<file path="config.mk">
export PLATFORM = sky130hd
export DESIGN_NAME = mem_arbiter
export DESIGN_NICKNAME = d
export VERILOG_FILES = /design/src/rtl/mem_arb_pkg.sv /design/src/rtl/sat_counter.sv /design/src/rtl/mem_arbiter.sv
export SDC_FILE = /design/constraint.sdc
export NUM_CORES = 1
export LEC_CHECK = 0
export CORE_ASPECT_RATIO = 0.8
export CORE_MARGIN = 2
export CORE_UTILIZATION = 39
export CTS_BUF_LIST = sky130_fd_sc_hd__clkbuf_4 sky130_fd_sc_hd__clkbuf_8
export DETAILED_ROUTE_END_ITERATION = 6
export GPL_ROUTABILITY_DRIVEN = 0
export GPL_TIMING_DRIVEN = 1
export PLACE_DENSITY = 0.84
export SETUP_SLACK_MARGIN = 0.05
export SLEW_MARGIN = 0
export SYNTH_ARGS = -nofsm -noshare
export SYNTH_HDL_FRONTEND = slang
export SYNTH_HIERARCHICAL = 1
export SYNTH_SLANG_ARGS = --single-unit
</file>
<file path="constraint.sdc">
create_clock -name clock_i -period 3.2 [get_ports clock_i]
set_clock_uncertainty 0.05 [all_clocks]
set_input_delay 0.64 -clock clock_i [delete_from_list [all_inputs] [get_ports clock_i]]
set_output_delay 0.64 -clock clock_i [all_outputs]
set_load 0.02 [all_outputs]
</file>
<file path="src/rtl/mem_arb_pkg.sv">
// rtl/mem_arb_pkg.sv - shared state/owner types and counter width helper for mem_arbiter
package mem_arb_pkg;

    typedef enum logic [1:0] {
        ST_IDLE    = 2'd0,
        ST_BUSY_IF = 2'd1,
        ST_BUSY_D  = 2'd2
    } arb_state_e;

    typedef enum logic {
        OWN_IF = 1'b0,
        OWN_D  = 1'b1
    } owner_e;

    localparam int DEF_MAX_WAIT = 3;
    localparam int DEF_TIMEOUT  = 15;

    // Bits needed to hold 0..limit inclusive.
    function automatic int cnt_width(input int limit);
        return (limit < 1) ? 1 : $clog2(limit + 1);
    endfunction

endpackage

</file>
<file path="src/rtl/sat_counter.sv">
// rtl/sat_counter.sv - saturating up-counter with synchronous clear and at-limit flag
module sat_counter #(
    parameter int WIDTH = 4,
    parameter int LIMIT = 15
) (
    input  logic clock_i,
    input  logic reset_i,
    input  logic clr_i,
    input  logic inc_i,
    output logic at_limit_o
);

    localparam logic [WIDTH-1:0] LIMIT_V = WIDTH'(LIMIT);

    logic [WIDTH-1:0] count_q, count_d;

    always_comb begin
        count_d = count_q;
        if (clr_i) begin
            count_d = '0;
        end else if (inc_i && (count_q != LIMIT_V)) begin
            count_d = count_q + WIDTH'(1);
        end
    end

    always_ff @(posedge clock_i or negedge reset_i) begin
        if (!reset_i) begin
            count_q <= '0;
        end else begin
            count_q <= count_d;
        end
    end

    assign at_limit_o = (count_q == LIMIT_V);

endmodule

</file>
<file path="src/rtl/mem_arbiter.sv">
// rtl/mem_arbiter.sv - shares one single-port memory bus between fetch and load/store ports
module mem_arbiter
    import mem_arb_pkg::*;
#(
    parameter int ADDR_W   = 32,
    parameter int DATA_W   = 32,
    parameter int MAX_WAIT = DEF_MAX_WAIT,
    parameter int TIMEOUT  = DEF_TIMEOUT
) (
    input  logic                clock_i,
    input  logic                reset_i,
    input  logic                if_req_i,
    input  logic [ADDR_W-1:0]   if_addr_i,
    output logic                if_ack_o,
    output logic                if_err_o,
    output logic [DATA_W-1:0]   if_rdata_o,
    input  logic                d_req_i,
    input  logic                d_we_i,
    input  logic [DATA_W/8-1:0] d_be_i,
    input  logic [ADDR_W-1:0]   d_addr_i,
    input  logic [DATA_W-1:0]   d_wdata_i,
    output logic                d_ack_o,
    output logic                d_err_o,
    output logic [DATA_W-1:0]   d_rdata_o,
    output logic                mem_req_o,
    output logic                mem_we_o,
    output logic [DATA_W/8-1:0] mem_be_o,
    output logic [ADDR_W-1:0]   mem_addr_o,
    output logic [DATA_W-1:0]   mem_wdata_o,
    input  logic                mem_ack_i,
    input  logic [DATA_W-1:0]   mem_rdata_i
);

    localparam int BE_W    = DATA_W / 8;
    localparam int STARV_W = cnt_width(MAX_WAIT);
    localparam int TMO_W   = cnt_width(TIMEOUT);

    arb_state_e        state_q, state_d;
    owner_e            owner;
    logic              mem_req_q, mem_req_d;
    logic              mem_we_q, mem_we_d;
    logic [BE_W-1:0]   mem_be_q, mem_be_d;
    logic [ADDR_W-1:0] mem_addr_q, mem_addr_d;
    logic [DATA_W-1:0] mem_wdata_q, mem_wdata_d;
    logic              starv_at_limit, starv_clr, starv_inc;
    logic              tmo_at_limit, tmo_clr;
    logic              busy, done, timed_out, ok_ack;

    assign busy      = (state_q != ST_IDLE);
    assign owner     = (state_q == ST_BUSY_D) ? OWN_D : OWN_IF;
    // A memory ack in the timeout cycle takes precedence over the error.
    assign done      = busy && (mem_ack_i || tmo_at_limit);
    assign timed_out = busy && tmo_at_limit && !mem_ack_i;
    assign ok_ack    = busy && mem_ack_i;
    assign tmo_clr   = !busy || done;

    sat_counter #(.WIDTH(STARV_W), .LIMIT(MAX_WAIT)) u_starv (
        .clock_i    (clock_i),
        .reset_i    (reset_i),
        .clr_i      (starv_clr),
        .inc_i      (starv_inc),
        .at_limit_o (starv_at_limit)
    );

    sat_counter #(.WIDTH(TMO_W), .LIMIT(TIMEOUT)) u_tmo (
        .clock_i    (clock_i),
        .reset_i    (reset_i),
        .clr_i      (tmo_clr),
        .inc_i      (busy),
        .at_limit_o (tmo_at_limit)
    );

    always_comb begin
        state_d     = state_q;
        mem_req_d   = mem_req_q;
        mem_we_d    = mem_we_q;
        mem_be_d    = mem_be_q;
        mem_addr_d  = mem_addr_q;
        mem_wdata_d = mem_wdata_q;
        starv_clr   = 1'b0;
        starv_inc   = 1'b0;
        case (state_q)
            ST_IDLE: begin
                if (if_req_i && (!d_req_i || starv_at_limit)) begin
                    state_d     = ST_BUSY_IF;
                    mem_req_d   = 1'b1;
                    mem_we_d    = 1'b0;
                    mem_be_d    = '1;
                    mem_addr_d  = if_addr_i;
                    mem_wdata_d = '0;
                    starv_clr   = 1'b1;
                end else if (d_req_i) begin
                    state_d     = ST_BUSY_D;
                    mem_req_d   = 1'b1;
                    mem_we_d    = d_we_i;
                    mem_be_d    = d_be_i;
                    mem_addr_d  = d_addr_i;
                    mem_wdata_d = d_wdata_i;
                    starv_inc   = if_req_i;
                end
            end
            default: begin
                if (done) begin
                    state_d   = ST_IDLE;
                    mem_req_d = 1'b0;
                end
            end
        endcase
    end

    always_ff @(posedge clock_i or negedge reset_i) begin
        if (!reset_i) begin
            state_q     <= ST_IDLE;
            mem_req_q   <= 1'b0;
            mem_we_q    <= 1'b0;
            mem_be_q    <= '0;
            mem_addr_q  <= '0;
            mem_wdata_q <= '0;
        end else begin
            state_q     <= state_d;
            mem_req_q   <= mem_req_d;
            mem_we_q    <= mem_we_d;
            mem_be_q    <= mem_be_d;
            mem_addr_q  <= mem_addr_d;
            mem_wdata_q <= mem_wdata_d;
        end
    end

    assign mem_req_o   = mem_req_q;
    assign mem_we_o    = mem_we_q;
    assign mem_be_o    = mem_be_q;
    assign mem_addr_o  = mem_addr_q;
    assign mem_wdata_o = mem_wdata_q;

    assign if_ack_o   = done && (owner == OWN_IF);
    assign if_err_o   = timed_out && (owner == OWN_IF);
    assign if_rdata_o = (ok_ack && (owner == OWN_IF)) ? mem_rdata_i : '0;
    assign d_ack_o    = done && (owner == OWN_D);
    assign d_err_o    = timed_out && (owner == OWN_D);
    assign d_rdata_o  = (ok_ack && (owner == OWN_D)) ? mem_rdata_i : '0;

endmodule

</file>
==> impl_metrics.env <==
export IMPL_synth_top_cell_area_share_pct=49.6
export IMPL_outcome="complete, no violations"
export IMPL_avgSynthCellArea_um2=10.9
export IMPL_grt_max_degree=79
export IMPL_clk_latency_ns=0.34
export IMPL_crit_path_end_kind="output port"
export IMPL_dp_hpwl_mm=10.8
export IMPL_slew_violations=0
export IMPL_fp_dieW_um=116
export IMPL_overflow=0
export IMPL_io_pins=276
export IMPL_grt_pass1_wl_mm=23.0
export IMPL_total_power_mw=5.66
export IMPL_synth_edf_count=0
export IMPL_ys_flop_type="dfrtp_1"
export IMPL_wire_per_inst_um=19.3
export IMPL_path_class="register to output port"
export IMPL_diodes=0
export IMPL_worst_slack_ns=0.227
export IMPL_final_area_um2=7020
export IMPL_period_share_pct=92.9
export IMPL_cts_tree="yes"
export IMPL_cts_buffers=9
export IMPL_initial_utilization_pct=40.4
export IMPL_setup_viol=0
export IMPL_cts_resized=2
export IMPL_worstMarginPinSlew_ns=0.975
export IMPL_drc_errors=0
export IMPL_hold_viol=0
export IMPL_fin_nets=764
export IMPL_drtIter0Drc=275
export IMPL_rrSetupSlack_ns=0.90
export IMPL_h_tree_depth=3
export IMPL_cp_max_fo=5
export IMPL_die_area_um2=10900
export IMPL_cp_arrival_ns=2.28
export IMPL_worstRegToRegCells=6
export IMPL_std_cell_rows=32
export IMPL_port_buffers=275
export IMPL_stdcell_count=764
export IMPL_postCtsSetupRepairBufs=0
export IMPL_synth_common_cells="78 x dfrtp_1, 34 x o21ai_0, 33 x a22o_1"
export IMPL_grt_pass1_vias=4279
export IMPL_max_freq_mhz=336
export IMPL_synthToLayoutAreaGrowth_pct=78.4
export IMPL_yosys_area_top_type="dfrtp_1"
export IMPL_wirelength_mm=14.7
export IMPL_ys_seq_area_share_pct=49.6
export IMPL_p_leak_nw=2.92
export IMPL_cts_sinks=78
export IMPL_vias_per_cell=5.40
export IMPL_nFillCells=703
export IMPL_clk_path_buf_depth=2
export IMPL_finalCriticalPeriod_ns=2.97
export IMPL_slew_headroom_pct=35.0
export IMPL_r2r_end="u_tmo/count_q[0]"
export IMPL_ys_types=37
export IMPL_syn_cell_area_um2=3940
export IMPL_place_ws_ns=-0.0608
export IMPL_cap_viol_max_count=0
export IMPL_cts_root_buf="clkbuf_8"
export IMPL_final_setup_tns_ns=0
export IMPL_place_inst=749
export IMPL_power_density_nw_per_um2=806
export IMPL_synth_fp_nets=502
export IMPL_ir_drop_mv=0.503
export IMPL_min_path_type="primary input to asynchronous set/reset pin"
export IMPL_critPathLaunch="u_tmo/count_q[0]"
export IMPL_antenna_left=0
export IMPL_grt_use_total_pct=27.1
export IMPL_drive_gt1_share_pct=6.69
export IMPL_cts_hold_fix_buffers=0
export IMPL_first_pass_iters=4
export IMPL_utilization_pct=72.2
export IMPL_clkTransAtPathRegs_ns=0.08
export IMPL_async_reset_ff_share_pct=100
export IMPL_die_h_um=93.8
export IMPL_rsz0062_at_grt="no"
export IMPL_design_core_area_um2=9730
export IMPL_antenna_found_initial=0
export IMPL_yosys_top_cells_area="dfrtp_1 50%, a22o_1 7.3%, a2bb2oi_1 7.1%"
export IMPL_yosysMostFrequentCell="dfrtp_1"
export IMPL_placed_area_um2=6800
export IMPL_setup_worst_path_start_class="register"
export IMPL_synthCells=362
export IMPL_holdWs_ns=0.389
export IMPL_via_count=4125
export IMPL_synth_warnings=6
export IMPL_ys_seq_elements=78
export IMPL_crit_required_ns=2.51
export IMPL_r2r_start="state_q[0]"
-- kinds of logic after synthesis --
group           Yosys count  share of synthesized area, %
simple gates             95                          15.7
mux                       3                          1.02
flops                    78                          49.6
buf+inv                  42                          4.67
fa+ha+maj                 2                         0.636
compound gates          142                          28.3
-- sequential cells by signal, summed over array words and instances, names as in the netlist --
| name | count |
|---|---|
| u_tmo/count_q | 4 |
| mem_be_o | 4 |
| state_q | 2 |
| mem_addr_o | 32 |
| mem_wdata_o | 32 |
| u_starv/count_q | 2 |
| mem_we_o | 1 |
| mem_req_o | 1 |
-- routing by layer --
layer | track usage (%) | vias to the layer above | wire length [um]
li1 | - | 1910 | -
met1 | 33.9 | 2005 | 6000
met2 | 45.6 | 194 | 7270
met3 | 9.03 | 16 | 1360
met4 | 6.05 | 0 | 118
met5 | 0 | - | 0
-- critical path, cell delays in order (launching register included) --
cell and delay [ns]:
dfrtp_1 0.39, ha_1 0.21, and3_4 0.25, nor2_1 0.07, nor3b_1 0.32, clkdlybuf4s50_1 0.70
-- final cells by class --
type,count,area (um2),share of cell area (%)
inverter,2,7.51,0.107
clock buffer,10,138,1.96
tap,136,170,2.42
multi-input combinational,242,1800,25.7
sequential,78,1950,27.8
clock inverter,5,83.8,1.19
timing repair buffer,291,2870,40.8
-- layout by cell type (no fill, tap or decap), drive strengths merged, types with 3 or more instances in the layout --
master and count:
nor2b 5, buf 17, and2 32, o21ai 35, nor2 6, nand2 3, nor3 3, nand2b 4
and3 33, dfrtp 78, clkdlybuf4s50 272, a2bb2oi 32, a311oi 32, clkbuf 10, a22o 33, o22a 5
-- how the worst max path moves through the flow --
stage | endpoint | slack (ns) | cells after the start
after floorplan | d_err_o | 1.04 | 3
after global placement | d_ack_o | 0.06 | 4
after detailed placement | d_err_o | -0.06 | 4
after CTS | d_ack_o | 0.22 | 5
after global routing | d_rdata_o[31] | 0.15 | 5
final | d_ack_o | 0.23 | 5
-- power breakdown --
part	switching, mW	internal [mW]	total, mW	leakage (nW)
logic	1.56	1.60	3.15	1.88
clock network	0.358	0.458	0.816	0.105
registers	0.268	1.42	1.69	0.935
total	2.18	3.48	5.66	2.92
Note: power is estimated with default switching activity, not from simulation.
